==> config.mk <==
export PLATFORM = sky130hd
export DESIGN_NAME = counter_cascade
export DESIGN_NICKNAME = d
export VERILOG_FILES = /design/src/rtl/counter_pkg.sv /design/src/rtl/counter_stage.sv /design/src/rtl/counter_cascade.sv
export SDC_FILE = /design/constraint.sdc
export NUM_CORES = 1
export LEC_CHECK = 0
export BUFFER_PORTS_ARGS = -buffer_cell sky130_fd_sc_hd__buf_2
export CAP_MARGIN = 20
export CORE_AREA = 2 2 102 104
export CTS_CLUSTER_DIAMETER = 60
export CTS_CLUSTER_SIZE = 20
export DETAILED_ROUTE_END_ITERATION = 10
export DIE_AREA = 0 0 104 106
export PLACE_DENSITY = 0.85
export REMOVE_ABC_BUFFERS = 1
export SKIP_CTS_REPAIR_TIMING = 1
export SLEW_MARGIN = 5
export SYNTH_ARGS = -nofsm -noshare
export SYNTH_HDL_FRONTEND = slang
export SYNTH_SLANG_ARGS = --single-unit
==> constraint.sdc <==
create_clock -name clk -period 12.7 [get_ports clk]
set_clock_uncertainty 0.2 [all_clocks]
set_input_delay 3.81 -clock clk [delete_from_list [all_inputs] [get_ports clk]]
set_output_delay 3.81 -clock clk [all_outputs]
set_load 0.1 [all_outputs]
==> src/rtl/counter_pkg.sv <==
// Shared types and constants for the cascaded multi-mode counter.
// The mode encoding is also the on-wire encoding of the mode port.
package counter_pkg;

   typedef enum logic [1:0] {
      WRAP     = 2'd0,
      SATURATE = 2'd1,
      ONESHOT  = 2'd2,
      HOLD     = 2'd3
   } mode_t;

   // Increment styles; both give identical behaviour.
   localparam int IMPL_CARRY = 0;
   localparam int IMPL_MUX   = 1;

   function automatic bit impl_valid(input int impl);
      return (impl == IMPL_CARRY) || (impl == IMPL_MUX);
   endfunction

endpackage

==> src/rtl/counter_stage.sv <==
// One channel of the cascade: registered count and one-shot flag, plus a
// Mealy terminal pulse that feeds the enable of the next channel.
module counter_stage
   import counter_pkg::*;
#(
   parameter int WIDTH          = 16,
   parameter int IMPLEMENTATION = IMPL_CARRY
) (
   input  logic             clk,
   input  logic             rst,
   input  logic             en,
   input  logic             clr,
   input  logic             ld,
   input  logic [WIDTH-1:0] ld_val,
   input  logic [WIDTH-1:0] max,
   input  mode_t            mode,
   output logic [WIDTH-1:0] cnt,
   output logic             pls,
   output logic             done
);

   logic             tc;
   logic [WIDTH-1:0] inc;

   assign tc = (cnt == max);

   generate
      if (IMPLEMENTATION == IMPL_MUX) begin : g_mux
         always_comb begin
            inc = cnt;
            if (en) inc = cnt + WIDTH'(1);
         end
      end else begin : g_carry
         assign inc = cnt + WIDTH'(en);
      end
   endgenerate

   // No pulse may escape while the stage is being reset, cleared or loaded.
   always_comb begin
      pls = 1'b0;
      if (!rst && !clr && !ld && en) begin
         unique case (mode)
            WRAP, SATURATE: pls = tc;
            ONESHOT:        pls = tc && !done;
            default:        pls = 1'b0;
         endcase
      end
   end

   always_ff @(posedge clk) begin
      if (rst || clr) begin
         cnt  <= '0;
         done <= 1'b0;
      end else if (ld) begin
         cnt  <= ld_val;
         done <= 1'b0;
      end else if (en) begin
         unique case (mode)
            WRAP: begin
               if (tc) cnt <= '0;
               else    cnt <= inc;
            end
            SATURATE: begin
               if (!tc) cnt <= inc;
            end
            ONESHOT: begin
               if (!done) begin
                  if (tc) done <= 1'b1;
                  else    cnt  <= inc;
               end
            end
            default: ;
         endcase
      end
   end

endmodule

==> src/rtl/counter_cascade.sv <==
// Chain of CHANNELS counter stages; each stage's terminal pulse enables the
// next, so the pulse ripples combinationally from stage 0 to the last stage.
module counter_cascade
   import counter_pkg::*;
#(
   parameter int WIDTH          = 16,
   parameter int CHANNELS       = 4,
   parameter int IMPLEMENTATION = IMPL_CARRY
) (
   input  logic                            clk,
   input  logic                            rst,
   input  logic                            ena,
   input  logic                            clr,
   input  logic                            ld,
   input  logic [CHANNELS-1:0][WIDTH-1:0]  ld_val,
   input  logic [CHANNELS-1:0][WIDTH-1:0]  max,
   input  logic [CHANNELS-1:0][1:0]        mode,
   output logic [CHANNELS-1:0][WIDTH-1:0]  cnt,
   output logic [CHANNELS-1:0]             pls,
   output logic [CHANNELS-1:0]             done,
   output logic                            all
);

   generate
      if (!impl_valid(IMPLEMENTATION)) begin : g_bad_impl
         $fatal(1, "counter_cascade: IMPLEMENTATION must be 0 or 1");
      end

      for (genvar i = 0; i < CHANNELS; i++) begin : g_stage
         logic             en_s;
         logic             pls_s;
         logic             done_s;
         logic [WIDTH-1:0] cnt_s;

         // Per-block enable keeps the ripple path free of a self-referencing vector.
         if (i == 0) begin : g_first
            assign en_s = ena;
         end else begin : g_next
            assign en_s = g_stage[i-1].pls_s;
         end

         counter_stage #(
            .WIDTH          (WIDTH),
            .IMPLEMENTATION (IMPLEMENTATION)
         ) u_stage (
            .clk    (clk),
            .rst    (rst),
            .en     (en_s),
            .clr    (clr),
            .ld     (ld),
            .ld_val (ld_val[i]),
            .max    (max[i]),
            .mode   (mode_t'(mode[i])),
            .cnt    (cnt_s),
            .pls    (pls_s),
            .done   (done_s)
         );

         assign cnt[i]  = cnt_s;
         assign pls[i]  = pls_s;
         assign done[i] = done_s;
      end
   endgenerate

   assign all = pls[CHANNELS-1];

endmodule
# --- Word-level counts from Yosys, hierarchy flattened ---
# Cells that the tools add are included.
classes:
  n_addsub: 4
  eq_ne: 16
  n_mux: 40
  reduce_logical: 43
op_table:
  columns: ["operator", "count"]
  rows:
  - ["2-to-1 mux 16 bit", 20]
  - ["one-hot mux 16 bit (3 select lines)", 4]
  - ["adder 16 x 1 -> 16 bit", 4]
  - ["== test 16 bit", 4]
  - ["nonzero test 4 bit", 4]
  - ["2-to-1 mux 1 bit", 12]
  - ["inequality test 3 bit (second input constant)", 4]
  - ["AND reduction 3 bit", 4]
  - ["logical AND 1 bit", 10]
  - ["OR reduction 2 bit", 5]
  - ["== test 2 x 1 -> 1 bit (second input constant)", 4]
  - ["== test 2 bit (second input constant)", 4]
  - ["logical NOT 2 bit", 4]
  - ["one-hot mux 1 bit (2 select lines)", 4]
  - ["AND reduction 2 bit", 4]
  - ["nonzero test 2 bit", 4]
  - ["logical NOT 1 bit", 7]
  - ["logical OR 1 bit", 1]
totals:
  reg_bits: 68
  inputBits: 141
  output_inout_bits: 73
  word_cells: 111

# --- Longest topological paths before layout ---
depth:
  ltp_word: 15
  ltp_mapped: 16
  ltp_nobuf: 16

# --- Modules after synthesis ---
# A second synthesis with hierarchy kept.
unflattened:
  cells_unflattened: 746
  area_unflattened_um2: 6120.9
modules_own_cells:
  columns: ["module", "instances", "cells_each", "area_per_inst_um2"]
  rows:
  - ["counter_stage (g_stage[1].u_stage ...)", 2, 182, 1519.0]
  - ["counter_stage (g_stage[3].u_stage)", 1, 187, 1547.7]
  - ["counter_stage (g_stage[0].u_stage)", 1, 187, 1475.2]
  - ["counter_cascade", 1, 8, 60.1]

# --- Least setup slack after synthesis ---
# OpenSTA, ideal clock, no wires.
synth_path:
  path_kind: "in2out"
  startpoint: "in mode[0] (netlist bit)"
  endpoint: "out pls[3]"
  arrival_ns: 6.360
  required_ns: 8.690
  slack_ns: 2.330
  stages: 8
  n_path_buf: 1
  path_cell_list: "ha_1 > nor4_1 > o311a_1 > and2_1 > and4_1 > nor2b_1 > and3_1 > buf_4"
synth_between:
  elab_chain_cells: 10
synth_rtl:
  columns: ["element", "line_no", "source"]
  rows:
  - ["start, declared", "counter_cascade.sv:17", "input logic [CHANNELS-1:0][1:0] mode,"]
  - ["== test 2 x 1 -> 1 bit / logical NOT 2 bit (equally long branches)", "counter_stage.sv:42", "unique case (mode)"]
  - ["OR reduction 2 bit", "counter_stage.sv:42", null]
  - ["one-hot mux 1 bit (2 select lines) *", "counter_stage.sv:42", null]
  - ["2-to-1 mux 1 bit *", "counter_stage.sv:41", "if (!rst && !clr && !ld && en) begin"]
  - ["logical AND 1 bit *", "counter_stage.sv:41", null]
  - ["2-to-1 mux 1 bit *", "counter_stage.sv:41", null]
  - ["logical AND 1 bit *", "counter_stage.sv:41", null]
  - ["2-to-1 mux 1 bit *", "counter_stage.sv:41", null]
  - ["via g_stage[2].pls_s", "counter_cascade.sv:31", "logic pls_s;"]
  - ["logical AND 1 bit *", "counter_stage.sv:41", null]
  - ["2-to-1 mux 1 bit *", "counter_stage.sv:41", null]
  - ["end, declared", "counter_cascade.sv:19", "output logic [CHANNELS-1:0] pls,"]
# The timed path passes the listed nets; every way through them passes the cells marked *.

# --- Final worst setup path ---
layout_path:
  startpoint: "in max[9] (netlist bit)"
  endpoint: "out all"
layout_between:
  elab_chain_cells: 10
layout_rtl:
  columns: ["element", "line_no", "source"]
  rows:
  - ["start, declared", "counter_cascade.sv:16", "input logic [CHANNELS-1:0][WIDTH-1:0] max,"]
  - ["== test 16 bit *", "counter_stage.sv:25", "assign tc = (cnt == max);"]
  - ["logical AND 1 bit", "counter_stage.sv:44", "ONESHOT: pls = tc && !done;"]
  - ["one-hot mux 1 bit (2 select lines) *", "counter_stage.sv:42", null]
  - ["2-to-1 mux 1 bit *", "counter_stage.sv:41", null]
  - ["logical AND 1 bit *", "counter_stage.sv:41", null]
  - ["2-to-1 mux 1 bit *", "counter_stage.sv:41", null]
  - ["logical AND 1 bit *", "counter_stage.sv:41", null]
  - ["2-to-1 mux 1 bit *", "counter_stage.sv:41", null]
  - ["logical AND 1 bit *", "counter_stage.sv:41", null]
  - ["2-to-1 mux 1 bit *", "counter_stage.sv:41", null]
  - ["end, declared", "counter_cascade.sv:21", "output logic all"]
# Mark *: on every way between the ends. The rest lies on a longest branch, timed or not.

==> impl_metrics.yaml <==
run_status:
  status: "complete, no violations"
setup_path:
  crit_fanout: 10
  endpoint_kind: "primary output"
  critPathKind: "input pin to primary output"
  cp.required_ns: 8.69
  critPathLaunchType: "input pin"
  arrival_ns: 6.29
clock_tree:
  cts_tree: "built"
  htree_levels: 3
  path_clk_slew_ns: 0.07
  cts-root-buf: "clkbuf_8"
  cts_buffers: 9
  cts_buffer_depth: 2
  cts_sinks: 68
  clk_latency_ns: 0.34
synthesis:
  synth_edf_count: 0
  syn_area_per_cell_sq_um: 7.77
  yosysSeqAreaShare: 0.267
  netlist_area_sq_um: 5100
  ys_warn_count: 0
  syn_inst: 656
  ys_ff_latch: 68
  async_flop_share: 0
  synth_cell_types: 59
  synthFlopType: "dfxtp_1"
cells_and_area:
  mostFrequentLayoutCell: "buf_2"
  nets: 1013
  layoutNonFillerInstCount: 989
  drive_gt1_frac: 0.285
  design_area_sq_um: 6360
  fill_cells: 935
  num_antenna_cells: 0
  layout_common_cells: "213 x buf_2, 68 x dfxtp_1, 52 x nor2_1"
  postLayoutCoreUtil: 0.637
  area_growth_pct: 24.8
flow_run:
  drv_cap: 0
floorplanning:
  die_area_sq_um: 11000
  core_sq_um: 10000
  initial_utilization: 0.510
  num_rows: 37
  die_w_um: 104
  ios: 214
  die_height_um: 106
place:
  placed_cell_area_sq_um: 6170
  gp_congestion: 0.906
  hpwl_um: 11600
  port_buffers: 213
  place_inst: 972
drt:
  drt-wirelength-per-cell_um: 16.1
  wl_met2_um: 7590
  wl_met3_um: 1150
  wirelength_um: 15900
  vias_per_cell: 5.85
  maxUsedRoutingLayer: "met4"
  drtIter0Drc: 381
  dr.pass1.iters: 8
  vias: 5787
  met1_length_um: 6870
  antenna_left: 0
  drc: 0
power:
  clockPowerShare: 0.322
  p_switching_mw: 0.197
  p_seq_frac: 0.423
  power.internal_mw: 0.355
  ir_drop_mv: 0.0454
  power_density_nw_per_um2: 86.7
  power.share.combinational: 0.255
  switching_share: 0.357
  p_leak_nw: 2.79
  post-layout-total-power_mw: 0.552
timing:
  worstMarginPinSlew_ns: 0.961
  rsz0062_at_grt: "no"
  setup_violations: 0
  report.final.slew_viol_count: 0
  relSlewSlack: 0.355
  fin_crit_ns: 10.30
  max_freq_mhz: 97.1
  tns_ns: 0
  period_share: 0.811
  hold_viol_final: 0
grt:
  grt_overflow: 0
  antenna_found_initial: 0
  grt_max_degree: 56
  grt_pass1_wl_um: 25600
  grt.total_usage: 0.278
  grt_pass1_vias: 5312
worst_hold_path:
  worstHoldPathType: "register to register"
[metal layers]
metal  up-vias  global-route usage
met2       235               0.470
met4         0              0.0859
met1      2706               0.358
met3        25              0.0558
met5         -                   0
li1       2821                   -
[through the flow]
step | hold slack, ns | worst slack (ns)
finish | 0.305 | 2.40
global route | 0.352 | 2.29
CTS | 0.304 | 2.45
detailed placement | 0.285 | 2.53
global placement | 0.264 | 2.62
floorplan | 0.709 | 0.703
[flip-flops by register name, summed over array words and instances (netlist names)]
register and flops:
g_stage.u_stage.cnt 64, g_stage.u_stage.done 4
[final timing paths]
kind                                                                 to  slack [ns]                              startpoint  cells after the start
worst max register to register  g_stage[3].u_stage.cnt[15]$_SDFFE_PP0P_        8.18  g_stage[0].u_stage.cnt[7]$_SDFFE_PP0P_                     13
worst max-delay path                                                all        2.40                                  max[9]                      8
worst min-delay path               g_stage[1].u_stage.done$_SDFFE_PP0P_        0.30    g_stage[1].u_stage.done$_SDFFE_PP0P_                      2
worst min register to register     g_stage[1].u_stage.done$_SDFFE_PP0P_        0.30    g_stage[1].u_stage.done$_SDFFE_PP0P_                      2
[power groups by stage]
stage          Sequential (mW)  Clock (mW)  Combinational (mW)
2_1_floorplan            0.287           0              0.0426
5_1_grt                  0.235       0.189               0.150
4_1_cts                  0.233       0.181               0.141
3_3_place_gp             0.238           0               0.138
6_report                 0.233       0.178               0.141
3_5_place_dp             0.238           0               0.140
[critical path, cell delays in order]
cell and delay, ns:
buf_2 0.10, xor2_1 0.13, nor4_1 0.53, and4_1 0.47, and4_1 0.26, nor2b_1 0.29, and3_1 0.25, buf_2 0.44
[synth_stat cells, types with 10 or more instances]
cell type / number / area, sq um
dfxtp_1: 68 / 1360
nor2_1: 52 / 195
o21ai_0: 51 / 255
nand2_1: 46 / 173
nand3_1: 38 / 190
xor2_1: 37 / 324
xnor2_1: 35 / 307
a21oi_1: 33 / 165
ha_1: 24 / 300
inv_1: 23 / 86.3
nand4_1: 23 / 144
a31oi_1: 22 / 138
and3_1: 22 / 138
clkbuf_1: 22 / 82.6
nor3_1: 14 / 70.1
nor4_1: 12 / 75.1
a32oi_1: 10 / 87.6
buf_4: 10 / 75.1
o211ai_1: 10 / 75.1
[area by class of cell]
cell class                      instances  area, sq um  share of cell area
Multi-Input combinational cell        527         3450               0.542
Sequential cell                        68         1360               0.214
Timing Repair Buffer                  219         1110               0.175
Tap cell                              136          170              0.0267
Clock buffer                           11          131              0.0206
Inverter                               23         86.3              0.0136
Clock inverter                          5         52.6             0.00826
[logic make-up after synthesis]
| kind of cell | count (synthesis) | share of synthesized area |
|---|---|---|
| muxes | 1 | 0.00196 |
| xor gates and xnor gates | 72 | 0.124 |
| AOI/OAI and AO/OA | 177 | 0.230 |
| and+or+nand+nor | 253 | 0.263 |
| buffers and inverters | 61 | 0.0559 |
| adders and majority gates | 24 | 0.0589 |
| DFF | 68 | 0.267 |
No activity file was read; power rests on OpenSTA's default activity.
